**config.mk**
```make
export PLATFORM = sky130hd
export DESIGN_NAME = fc_argmax_out
export DESIGN_NICKNAME = d
export VERILOG_FILES = /design/src/rtl/fc_argmax_pkg.sv /design/src/rtl/argmax_cmp.sv /design/src/rtl/fc_argmax_out.sv
export SDC_FILE = /design/constraint.sdc
export NUM_CORES = 1
export LEC_CHECK = 0
export BUFFER_PORTS_ARGS = -buffer_cell sky130_fd_sc_hd__buf_2
export CAP_MARGIN = 0
export CORE_MARGIN = 2
export CORE_UTILIZATION = 40
export DETAILED_ROUTE_END_ITERATION = 8
export PLACE_DENSITY = 0.59
export REMOVE_ABC_BUFFERS = 1
export SLEW_MARGIN = 20
export SYNTH_ARGS = -nofsm -noshare
export SYNTH_HDL_FRONTEND = slang
export SYNTH_SLANG_ARGS = --single-unit
```
**constraint.sdc**
```tcl
create_clock -name clk -period 2.5 [get_ports clk]
set_input_delay 0 -clock clk [delete_from_list [all_inputs] [get_ports clk]]
set_output_delay 0 -clock clk [all_outputs]
set_load 0.05 [all_outputs]
```
**src/rtl/fc_argmax_pkg.sv**
```systemverilog
// Shared types and helpers for the fully-connected layer argmax output stage.
package fc_argmax_pkg;

  typedef enum logic {S_ACC, S_OUT} argmax_state_t;

  // Index width for an M-element vector; one bit minimum so M==1 still has a port.
  function automatic int idx_width(input int m);
    return (m > 1) ? $clog2(m) : 1;
  endfunction

endpackage

```
**src/rtl/argmax_cmp.sv**
```systemverilog
// Combinational signed compare/select of a candidate (value, index) against the running best.
// Strictly-greater replaces the best, so ties keep the earlier (lower) index.
module argmax_cmp #(
  parameter int T     = 12,
  parameter int IDX_W = 3
) (
  input  logic signed [T-1:0]     cand_val,
  input  logic        [IDX_W-1:0] cand_idx,
  input  logic signed [T-1:0]     best_val,
  input  logic        [IDX_W-1:0] best_idx,
  output logic signed [T-1:0]     new_val,
  output logic        [IDX_W-1:0] new_idx
);

  logic take_cand;

  assign take_cand = cand_val > best_val;
  assign new_val   = take_cand ? cand_val : best_val;
  assign new_idx   = take_cand ? cand_idx : best_idx;

endmodule

```
**src/rtl/fc_argmax_out.sv**
```systemverilog
// Argmax of each M-element signed vector; result valid the cycle after the M-th accept.
// Input stalls while a result waits for output_ready. Optional output_score port via ARGMAX_SCORE_EN.
module fc_argmax_out
  import fc_argmax_pkg::*;
#(
  parameter  int M     = 6,
  parameter  int T     = 12,
  localparam int IDX_W = idx_width(M)
) (
  input  logic                 clk,
  input  logic                 reset,
  input  logic                 input_valid,
  output logic                 input_ready,
  input  logic signed [T-1:0]  input_data,
  output logic                 output_valid,
  input  logic                 output_ready,
  output logic [IDX_W-1:0]     output_data
`ifdef ARGMAX_SCORE_EN
  ,
  output logic signed [T-1:0]  output_score
`endif
);

  localparam logic [IDX_W-1:0] LAST = IDX_W'(M - 1);

  argmax_state_t       state;
  logic [IDX_W-1:0]    count;
  logic [IDX_W-1:0]    best_idx;
  logic signed [T-1:0] best_val;
  logic [IDX_W-1:0]    cmp_idx;
  logic signed [T-1:0] cmp_val;
  logic [IDX_W-1:0]    sel_idx;
  logic signed [T-1:0] sel_val;
  logic                accept;

  argmax_cmp #(
    .T     (T),
    .IDX_W (IDX_W)
  ) u_cmp (
    .cand_val (input_data),
    .cand_idx (count),
    .best_val (best_val),
    .best_idx (best_idx),
    .new_val  (cmp_val),
    .new_idx  (cmp_idx)
  );

  // The first element of a vector seeds the best pair regardless of the stale register.
  assign sel_val = (count == '0) ? input_data : cmp_val;
  assign sel_idx = (count == '0) ? '0         : cmp_idx;

  assign input_ready  = (state == S_ACC);
  assign output_valid = (state == S_OUT);
  assign output_data  = best_idx;
  assign accept       = input_valid && input_ready;

`ifdef ARGMAX_SCORE_EN
  assign output_score = best_val;
`endif

  always_ff @(posedge clk) begin
    if (!reset) begin
      state    <= S_ACC;
      count    <= '0;
      best_idx <= '0;
      best_val <= '0;
    end else begin
      case (state)
        S_ACC: begin
          if (accept) begin
            best_val <= sel_val;
            best_idx <= sel_idx;
            if (count == LAST) begin
              count <= '0;
              state <= S_OUT;
            end else begin
              count <= count + IDX_W'(1);
            end
          end
        end
        S_OUT: begin
          if (output_ready) state <= S_ACC;
        end
        default: state <= S_ACC;
      endcase
    end
  end

endmodule

```
---- Word-level counts from Yosys, hierarchy flattened ----
Cells that the tools add are included.
operators by class
  $add $sub $neg .......................... 1
  $lt $le $gt $ge ......................... 1
  eq/ne operators ......................... 1
  muxes and demuxes ....................... 9
  bitwise logic cells ..................... 1
  reduce and logical (&&, ||, !) cells .... 5
operator list
  cell                                         number
  two-way mux 12 bit                           2
  > comparator 12 bit                          1
  two-way mux 3 bit                            3
  adder 3 x 1 -> 3 bit, second input constant  1
  equality test 3 bit, second input constant   1
  logical NOT 3 bit                            1
  two-way mux 1 bit                            3
  AND reduction 3 bit                          1
  case mux 1 bit (2 select lines)              1
  AND reduction 2 bit                          1
  nonzero test 2 bit                           1
  logical AND 1 bit                            1
  NOT 1 bit                                    1
word-level totals
  register bits after elaboration ......... 19
  word-level logic and storage cells ...... 22

---- Depth between registers and ports, before layout ----
Gate-level depths: netlist of the first run.
  depth after elaboration ................. 4
  gate-level depth with buffers ........... 8
  depth with buffers taken out ............ 7

---- Modules after synthesis ----
Synthesis of the first run repeated with hierarchy kept, for this count alone.
second synthesis, totals
  cells, all modules ...................... 212
  area total of the unflattened synthesis .. 1614.0 um^2
modules (own cells, without submodules)
  module         times used  cells an instance  area each (um^2)  sequential area each (um^2)
  fc_argmax_out  1           100                809.5             380.4
  argmax_cmp     1           112                804.5             0.0

---- Least setup slack after synthesis of the first run ----
Ideal clock, no wire load.
  path kind ............................... register -> register
  start ................................... register best_val[11]
  end ..................................... register best_val[0]
  setup time .............................. 129 ps
  arrival time ............................ 1757 ps
  path slack .............................. 614 ps
  stages on the path, launching flop included .. 9
  buffers on the path ..................... 1
  period minus slack after synthesis ...... 1886 ps
  cell sequence ........................... dfxtp_1 inv_1 ha_1 and4_1 a221oi_2 o21ai_1 clkbuf_1 o211ai_1 o211ai_2
between the ends
  longest elaborated chain between the ends .. 3
ends and longest elaborated chain
  item                                  line                 RTL
  from (decl)                           fc_argmax_out.sv:29  logic signed [T-1:0] best_val;
  from (signal assigned)                fc_argmax_out.sv:71  best_val <= sel_val;
  > comparator 12 bit                   argmax_cmp.sv:17     assign take_cand = cand_val > best_val;
  nonzero test 2 bit (no source line)   -
  AND reduction 3 bit (no source line)  -
Every way passes these cells.
A chain may end at the register's enable or synchronous reset.

---- Final worst setup path of the first run ----
  start ................................... register best_val[11]
  end ..................................... register best_val[4]
The elaborated chain is that of the path after synthesis.

==> qor.txt, run 1 <==
number of setup violations in the final report = 0
Primary FF master, synth = dfxtp_1
clk root buf = clkbuf_4
Post-synth EDFFs = 0
cts bufs inserted = 3
Syn Area/Cell = 8.19 sq um
Worst-Skew Late Latency = 0.30 ns
Final Max Slew Viols = 0
Setup Skew = 0.00911 ns
area grow syn2layout = 10.9%
Crit Path Category = reg -> reg
Critical Path Max Stage Delay = 0.58 ns
DIE AREA = 0.00412 sq mm
average wire per standard cell = 13.6 um
# hold bufs at CTS = 0
post-synthesis cell area = 0.00145 sq mm
outcome = finished clean
global placer's final weighted congestion = 0.789
Longest Clk Path Bufs = 2
Hold Violations, Final = 0
Placed Area = 0.00158 sq mm
nets@finish = 222
minimum clock period after layout = 2.13 ns
Worst setup EP type = flip-flop
Startpoint Class = flip-flop
number of diodes = 0
pin count of the biggest net entering global routing = 35
ys async rst share = 0%
worst-path cell chain = inv_1, ha_1, nand4_1, o21ba_1, a21oi_1, o21a_1, o211ai_1
register area share after synthesis = 26.3%
DIE WIDTH = 64.2 um
Tightest Pin Transition = 0.652 ns
worst-path maximum fanout = 12
Max VDD drop = 0.226 mV
Die Ht = 64.2 um
Static Leak = 0.667 nW
overall power = 0.870 mW
most common cell after layout, fill and taps aside = buf_2
drt total wl = 3250 um
GR Util All Layers = 16.9%
Final TNS setup = 0 ns
DR iter-0 viols = 50
WHS = 0.0286 ns
crit path DAT = 2.31 ns
GR Overflow Total = 0
Cells after Synth = 177
Final Cycle Share = 85.1%
Hold Crit Class = in -> reg
RSZ-0062 raised after global routing = no
initial core utilization = 42.4%
CP Data Required Time = 2.68 ns
CP top delay family = compound AO/OA/AOI/OAI gates
vias in the first global route = 1,209
slowest stage cell, crit path = o21a_1
Reg clk slew, reported paths = 0.13 ns
# rows = 21
worst path bufs/invs = 1
CTS tree = built
dpl hpwl = 2290 um
remaining antenna violation count = 0
Avg Vias per Cell = 5.58
# H-tree levels = 1
setup bufs post-CTS = 0
most frequent cells in the layout = 20 x buf_2, 19 x nand2_1, 19 x dfxtp_1
Slew HR = 56.6%
initial antenna violation count = 0
fmax = 470 MHz
Vias = 1,334
PortBufs = 20
I/O Pins = 21
DRC = 0
clock sink count = 19
share of cells above drive strength 1 = 21.8%
Core Box Area = 0.00342 sq mm
TritonRoute pass-1 iters = 4
Pwr Density = 541 mW/mm^2
Max-cap violations = 0
first-pass GRT wire length = 5590 um
Post-CTS Resized = 0
synth unique cells = 32
post-synthesis register bit count = 19
Yosys warnings = 0
post-route cell area = 0.00161 sq mm
-- power by group --
part / internal [mW] / switching [mW] / leakage [nW]
clock network: 0.0608 / 0.110 / 0.0139
logic: 0.134 / 0.206 / 0.497
registers: 0.339 / 0.0204 / 0.157
total: 0.534 / 0.336 / 0.667
-- flip-flops by register name, summed over array words and instances, names as in the netlist --
signal and cells:
best_val 12, count 3, output_data 3, output_valid 1
-- metrics by stage --
stage          utilization [%]  setup WS (ns)  cells
2_1_floorplan                -          0.109    164
3_3_place_gp              46.2          0.389    235
3_5_place_dp              46.2          0.348    235
4_1_cts                   47.0          0.352    239
5_1_grt                   47.0          0.163    239
6_report                  47.0          0.371    239
-- worst min-delay path: stages --
cell and delay (ns):
buf_2 0.08, o21ai_0 0.07, and2_1 0.15
-- cell usage after synthesis, types with 2 or more instances --
cell type,number,area share (%)
nand3_1,15,5.2
buf_2,3,1.0
mux2i_1,3,2.1
o211ai_1,14,7.3
nand2_1,19,4.9
buf_6,2,1.6
o22a_1,12,7.3
a21oi_1,3,1.0
nor2b_1,4,1.7
nand2b_1,2,0.86
a21o_1,2,1.0
o21a_1,2,1.0
nor2_1,14,3.6
clkbuf_1,8,2.1
ha_1,12,10
nand4_1,4,1.7
o211ai_2,11,9.5
dfxtp_1,19,26
and2_1,2,0.86
inv_1,14,3.6
-- routing by layer --
metal  track usage (%)  vias to the layer above  part of all wire [%]  routed length, um
li1                  -                      680                     -                  -
met1              22.7                      616                    49               1590
met2              29.2                       36                    45               1470
met3              1.58                        2                   5.0                161
met4              3.99                        0                  0.71                 23
met5                 0                        -                     0                  0
-- worst paths after layout --
kind                                     from                           to  slack, ns  cells after the start
setup reg to reg    best_val[11]$_SDFFE_PN0P_     best_val[4]$_SDFFE_PN0P_       0.37                      7
hold reg to reg   output_data[2]$_SDFFE_PN0P_  output_data[2]$_SDFFE_PN0P_       0.48                      2
setup / recovery    best_val[11]$_SDFFE_PN0P_     best_val[4]$_SDFFE_PN0P_       0.37                      7
hold / removal                   output_ready      output_valid$_SDFF_PN0_       0.03                      3
-- kinds of logic after synthesis --
group	synth area share, %
AOI/OAI and AO/OA	32.0
muxes	2.07
buffers and inverters	8.29
adders and majority gates	10.4
and+or+nand+nor	20.4
DFF	26.3
xor gates and xnor gates	0.605
-- area by class of cell --
cell class                      count  area, sq um
Sequential cell                    19          380
Fill cell                         357         1810
Clock inverter                      1         7.51
Inverter                           14         52.6
Clock buffer                        3         22.5
Multi-Input combinational cell    131          948
Timing Repair Buffer               25          138
Tap cell                           46         57.6
No activity file was read; power rests on OpenSTA's default activity.
==> run 2, diff against run 1 <==
ABC_AREA = 1   (was default)
clock period = 2.3 ns   (was 2.5 ns; I/O delays follow)
==> run 2 against run 1 <==
Effect of this change:
- wire length is 27% lower
- combinational power is 7.4% lower
- first-iteration DRC count is 38% lower
- non-clock buffer count is 2 lower
- synthesized area is 1.8% higher
- sequential share of layout area is 0.28 points higher
- utilization is 3.0 points lower
- die area is 1.7% higher
- cell area is 1.2% lower
- clock power is 38% higher
- fmax is 6.0% higher
- hold slack better by 0.046 ns
==> qor.txt, run 2 <==
outcome = finished clean
vias in the first global route = 1,009 (-17%)
GR Overflow Total = 0 (unchanged)
commonest cells in the netlist = 34 x inv_1, 25 x nand2_1, 19 x dfxtp_1, 17 x nand3_2
post-synthesis cell area = 0.00148 sq mm (+1.8%)
Worst setup EP type = flip-flop
nets@finish = 230 (+3.6%)
initial core utilization = 40.9% (-1.5 points)
top post-synthesis cells by area = dfxtp_1 26%, nand3_2 12%, ha_1 10%
global placer's final weighted congestion = 0.737 (-6.6%)
post-synthesis register bit count = 19 (unchanged)
most common cell after layout, fill and taps aside = inv_1
average wire per standard cell = 9.46 um (-30%)
Core Box Area = 0.00361 sq mm (+5.6%)
DR iter-0 viols = 31 (-38%)
DRC = 0 (unchanged)
share of cells above drive strength 1 = 45.3% (+24 points)
WL met1 = 1180 um (-26%)
Critical Path Max Stage Delay = 0.37 ns (-0.21 ns)
largest reg by FF count = best_val
RSZ-0062 raised after global routing = no
fmax = 498 MHz (+6.0%)
Most common cell on crit path = nand3_2
Final Cycle Share = 87.3% (+2.2 points)
overall power = 0.930 mW (+6.9%)
Longest Clk Path Bufs = 2 (unchanged)
# rows = 22 (+4.8%)
Yosys warnings = 0 (unchanged)
Cells after Synth = 182 (+2.8%)
setup bufs post-CTS = 0 (unchanged)
# H-tree levels = 1 (unchanged)
Synth top area share = 25.8% (-0.47 points)
Slew HR = 69.1% (+13 points)
metal2 WL = 1090 um (-26%)
Avg Vias per Cell = 4.33 (-22%)
dpl hpwl = 1800 um (-22%)
ys async rst share = 0% (unchanged)
clock sink count = 19 (unchanged)
PnR worst setup slack = 0.292 ns (-0.0793 ns)
Primary FF master, synth = dfxtp_1
worst-path maximum fanout = 30 (+18)
Setup Skew = 0.00166 ns (-0.00745 ns)
cts bufs inserted = 3 (unchanged)
Hold Violations, Final = 0 (unchanged)
Final TNS setup = 0 ns (unchanged)
Max VDD drop = 0.297 mV (+32%)
worst-path cell chain = inv_1, ha_1, a21o_1, nor2_1, nand3_2, nand2_2, nand3_2, nand2_4, nand3_2, nand2_2, nor2_2
GR Util All Layers = 12.7% (-4.2 points)
TritonRoute pass-1 iters = 3 (-1)
Syn Area/Cell = 8.11 sq um (-0.98%)
Crit Path Category = reg -> reg
clk root buf = clkbuf_8
pin count of the biggest net entering global routing = 31 (-11%)
number of setup violations in the final report = 0 (unchanged)
DIE WIDTH = 64.7 um (+0.85%)
CTS tree = built
CP Data Required Time = 2.46 ns (-0.22 ns)
crit path DAT = 2.16 ns (-0.15 ns)
Critical path origin = best_val[11]$_SDFFE_PN0P_
Static Leak = 0.803 nW (+20%)
Max-cap violations = 0 (unchanged)
Pwr Density = 586 mW/mm^2 (+8.2%)
remaining antenna violation count = 0 (unchanged)
Hold Crit Class = in -> reg
drt total wl = 2360 um (-27%)
DIE AREA = 0.00419 sq mm (+1.7%)
minimum clock period after layout = 2.01 ns (-0.121 ns)
I/O Pins = 21 (unchanged)
PortBufs = 20 (unchanged)
Die Ht = 64.7 um (+0.85%)
R2R Path Start = best_val[11]$_SDFFE_PN0P_
Worst-Skew Late Latency = 0.26 ns (-0.04 ns)
area grow syn2layout = 7.63%
register area share after synthesis = 25.8% (-0.47 points)
Post-synth EDFFs = 0 (unchanged)
hold wc startpoint = input_data[4]
Synth area leader = dfxtp_1
slowest stage cell, crit path = nand2_4
WL met3 = 76 um (-53%)
initial antenna violation count = 0 (unchanged)
Vias = 1,078 (-19%)
Final Max Slew Viols = 0 (unchanged)
Startpoint Class = flip-flop
max reg flops = 12 (unchanged)
pre-CTS WS = 0.281 ns (-0.0671 ns)
most frequent cells in the layout = 34 x inv_1, 25 x nand2_1, 20 x buf_2
Max Used Layer = met4
Reg clk slew, reported paths = 0.07 ns (-0.06 ns)
Tightest Pin Transition = 0.464 ns (-0.188 ns)
number of diodes = 0 (unchanged)
synth unique cells = 25 (-22%)
Post-CTS Resized = 0 (unchanged)
first-pass GRT wire length = 4240 um (-24%)
most frequent cell after synthesis = inv_1
run 2: cell count changes in the layout (fill, tap and decap cells not counted), moves of 8 or more:
| cell | before | now |
|---|---|---|
| a21oi_2 | 0 | 15 |
| inv_1 | 14 | 34 |
| nand2_2 | 0 | 8 |
| nand3_1 | 15 | 2 |
| nand3_2 | 0 | 17 |
| nor2_1 | 14 | 6 |
| nor2_2 | 0 | 15 |
| o211ai_1 | 14 | 0 |
| o211ai_2 | 11 | 0 |
| o22a_1 | 12 | 0 |
run 2: logic make-up (layout without fill, tap and decap cells):
kind of cell,Yosys count,count (layout),synth area share (%)
buffers and inverters,48,67,18.2
adders and majority gates,12,12,10.2
AOI/OAI and AO/OA,21,21,11.1
and+or+nand+nor,82,82,34.7
DFF,19,19,25.8
run 2: final cells by class:
class | instances | area, sq um
Clock inverter | 1 | 5.00
Inverter | 40 | 150
Fill cell | 367 | 2020
Sequential cell | 19 | 380
Clock buffer | 3 | 41.3
Tap cell | 48 | 60.1
Timing Repair Buffer | 23 | 125
Multi-Input combinational cell | 115 | 826
run 2: where the power goes:
| group | leakage [nW] | internal [mW] | total, mW | switching (mW) |
|---|---|---|---|---|
| Clock | 0.0255 | 0.120 | 0.235 | 0.115 |
| Sequential | 0.157 | 0.361 | 0.380 | 0.0192 |
| Combinational | 0.621 | 0.120 | 0.315 | 0.195 |
| Total | 0.803 | 0.601 | 0.930 | 0.329 |
run 2: metal layers:
metal,vias up,track usage (%)
met5,-,0
met4,0,1.60
li1,600,-
met3,3,3.13
met1,461,16.0
met2,14,22.4
run 2: timing repair:
| item | CTS | global route |
|---|---|---|
| hold buffers | 0 | 1 |
| endpoints found under the setup margin | 0 | 0 |
| endpoints found under the hold margin | 0 | 1 |
run 2: worst paths after layout:
kind / slack [ns] / end / cells past startpoint
max: 0.29 / best_val[8]$_SDFFE_PN0P_ / 11
min: 0.07 / best_val[4]$_SDFFE_PN0P_ / 5
max reg2reg: 0.29 / best_val[8]$_SDFFE_PN0P_ / 11
min reg2reg: 0.49 / output_valid$_SDFF_PN0_ / 2
run 2: critical path: cells and delay by family, from the launching register on:
family	cells	cell delay, ns
adders and majority gates	1	0.32
buffers and inverters	1	0.05
DFF	1	0.34
and+or+nand+nor	8	0.98
AOI/OAI and AO/OA	1	0.19
run 2: stage by stage:
stage | instances | hold slack, ns | utilization [%] | cell area [sq um]
after floorplan | 174 | 0.120 | - | 1360
after global placement | 244 | 0.271 | 42.5 | 1530
after detailed placement | 244 | 0.277 | 42.5 | 1530
after CTS | 248 | 0.000241 | 43.8 | 1580
after global routing | 249 | 0.0629 | 44.0 | 1590
final | 249 | 0.0745 | 44.0 | 1590
==> run 3, diff against run 2 <==
CELL_PAD_IN_SITES_DETAIL_PLACEMENT = 0   (was default)
CELL_PAD_IN_SITES_GLOBAL_PLACEMENT = 1   (was default)
PLACE_DENSITY = 0.76   (was 0.59)
==> run 3 against run 2 <==
Effect of this change:
- via count rose by 3.1%
- hold slack got worse by 0.063 ns
- flip-flop and latch count unchanged
- clock skew rose by 0.0032 ns
- critical path depth unchanged
- utilization fell by 0.73 points
- clock power barely moved
- combinational power hardly changed
- cell area decreased by 1.7%
==> qor.txt, run 3 (synthesized netlist as in run 2, its figures left out) <==
largest reg by FF count = best_val
minimum clock period after layout = 2.04 ns (+0.0337 ns)
average wire per standard cell = 9.80 um (+3.7%)
Longest Clk Path Bufs = 2 (unchanged)
max reg flops = 12 (unchanged)
first-pass GRT wire length = 4310 um (+1.6%)
Max-cap violations = 0 (unchanged)
DIE AREA = 0.00419 sq mm (unchanged)
Reg2Reg Setup Slack = 0.26 ns (-0.03 ns)
pin count of the biggest net entering global routing = 32 (+3.2%)
crit path DAT = 2.20 ns (+0.04 ns)
Startpoint Class = flip-flop
Max VDD drop = 0.358 mV (+20%)
Die Ht = 64.7 um (unchanged)
global placer's final weighted congestion = 0.640 (-13%)
clock sink count = 19 (unchanged)
# H-tree levels = 1 (unchanged)
Slew HR = 45.5% (-24 points)
Hold Violations, Final = 0 (unchanged)
area grow syn2layout = 5.85%
DRC = 0 (unchanged)
share of cells above drive strength 1 = 44.4% (-0.83 points)
FILL cells = 388 (+5.7%)
Multi-input gate area = 826 sq um (unchanged)
# rows = 22 (unchanged)
GR Overflow Total = 0 (unchanged)
worst hold endpoint = output_valid$_SDFF_PN0_
Avg Vias per Cell = 4.52 (+4.3%)
Reg2Reg Depth = 11 (unchanged)
fmax = 490 MHz (-1.7%)
initial antenna violation count = 0 (unchanged)
Core Box Area = 0.00361 sq mm (unchanged)
R2R Path Start = best_val[11]$_SDFFE_PN0P_
post-route cell area = 0.00156 sq mm (-1.7%)
Final Cycle Share = 88.8% (+1.5 points)
number of setup violations in the final report = 0 (unchanged)
# hold bufs at CTS = 0 (unchanged)
Reg clk slew, reported paths = 0.08 ns (about the same)
Worst-Skew Late Latency = 0.25 ns (about the same)
hold path depth = 3 (-2)
most frequent cells in the layout = 34 x inv_1, 25 x nand2_1, 20 x buf_2
cts bufs inserted = 3 (unchanged)
Crit Path Category = reg -> reg
Critical path origin = best_val[11]$_SDFFE_PN0P_
dpl hpwl = 1860 um (+3.7%)
Final Max Slew Viols = 0 (unchanged)
drt total wl = 2410 um (+2.4%)
setup bufs post-CTS = 0 (unchanged)
Tightest Pin Transition = 0.816 ns (+0.352 ns)
TritonRoute pass-1 iters = 4 (+1)
nets@finish = 227 (-1.3%)
Final TNS setup = 0 ns (unchanged)
DR iter-0 viols = 26 (-16%)
Worst setup EP type = flip-flop
Sequential Area = 380 sq um (unchanged)
worst-path maximum fanout = 30 (unchanged)
r2r endpoint = best_val[5]$_SDFFE_PN0P_
PortBufs = 20 (unchanged)
Placed Area = 0.00152 sq mm (-0.98%)
most common cell after layout, fill and taps aside = inv_1
Post-CTS Resized = 0 (unchanged)
remaining antenna violation count = 0 (unchanged)
vias in the first global route = 1,093 (+8.3%)
DIE WIDTH = 64.7 um (unchanged)
Static Leak = 0.787 nW (-2.1%)
CP Data Required Time = 2.45 ns (about the same)
I/O Pins = 21 (unchanged)
clk root buf = clkbuf_8
GR Util All Layers = 12.9% (+0.13 points)
Setup Skew = 0.00490 ns (+0.00324 ns)
hold wc startpoint = output_ready
Hold Crit Class = in -> reg
RSZ-0062 raised after global routing = no
outcome = finished clean
initial core utilization = 40.9% (unchanged)
Pwr Density = 595 mW/mm^2 (+1.7%)
CTS tree = built
number of diodes = 0 (unchanged)
Vias = 1,111 (+3.1%)
run 3: cell count changes in the layout (fill, tap and decap cells not counted), sizes merged:
cell	change
buf	-2
clkbuf	+1
clkinv	-1
dlygate4sd3	-1
run 3: per-layer routing:
layer | track usage, % | part of all wire, % | up-vias
met1 | 14.5 | 45 | 507
met5 | 0 | 0 | -
met2 | 24.1 | 51 | 11
li1 | - | - | 591
met4 | 3.99 | 0.62 | 0
met3 | 2.43 | 3.1 | 2
run 3: area by class of cell:
| class | instances | share of cell area (%) |
|---|---|---|
| multi-input combinational | 115 | 52.9 |
| timing repair buffer | 20 | 6.41 |
| clock buffer | 4 | 2.88 |
| inverter | 40 | 9.62 |
| tap | 48 | 3.85 |
| sequential | 19 | 24.4 |
run 3: power by group:
part           switching (mW)  internal (mW)  leakage (nW)
clock network           0.112          0.123        0.0228
registers              0.0203          0.361         0.157
logic                   0.197          0.117         0.607
total                   0.329          0.601         0.787
run 3: metrics by stage:
| step | power (mW) | setup WS (ns) | utilization (%) | hold slack, ns | instances |
|---|---|---|---|---|---|
| 5_1_grt | 0.999 | 0.0933 | 43.3 | 0.0260 | 246 |
| 3_3_place_gp | 0.698 | 0.324 | 42.1 | 0.267 | 242 |
| 6_report | 0.930 | 0.258 | 43.3 | 0.0111 | 246 |
| 4_1_cts | 0.949 | 0.226 | 43.3 | 0.0109 | 246 |
| 2_1_floorplan | 0.639 | 0.443 | - | 0.120 | 174 |
| 3_5_place_dp | 0.708 | 0.247 | 42.1 | 0.279 | 242 |
run 3: worst max-delay path, stage by stage, from the launching register on:
cell and delay [ns]:
dfxtp_1 0.35, inv_1 0.05, ha_1 0.33, a21o_1 0.20, nor2_1 0.16, nand3_2 0.09
nand2_2 0.06, nand3_2 0.08, nand2_4 0.38, nand3_2 0.12, nand2_2 0.09, nor2_2 0.03
run 3: worst max-delay path by stage:
stage | depth (start not counted) | slack (ns) | endpoint
CTS | 11 | 0.23 | best_val[5]$_SDFFE_PN0P_
global placement | 11 | 0.32 | best_val[8]$_SDFFE_PN0P_
detailed placement | 11 | 0.25 | best_val[5]$_SDFFE_PN0P_
finish | 11 | 0.26 | best_val[5]$_SDFFE_PN0P_
global route | 11 | 0.09 | best_val[10]$_SDFFE_PN0P_
floorplan | 11 | 0.44 | best_val[4]$_SDFFE_PN0P_
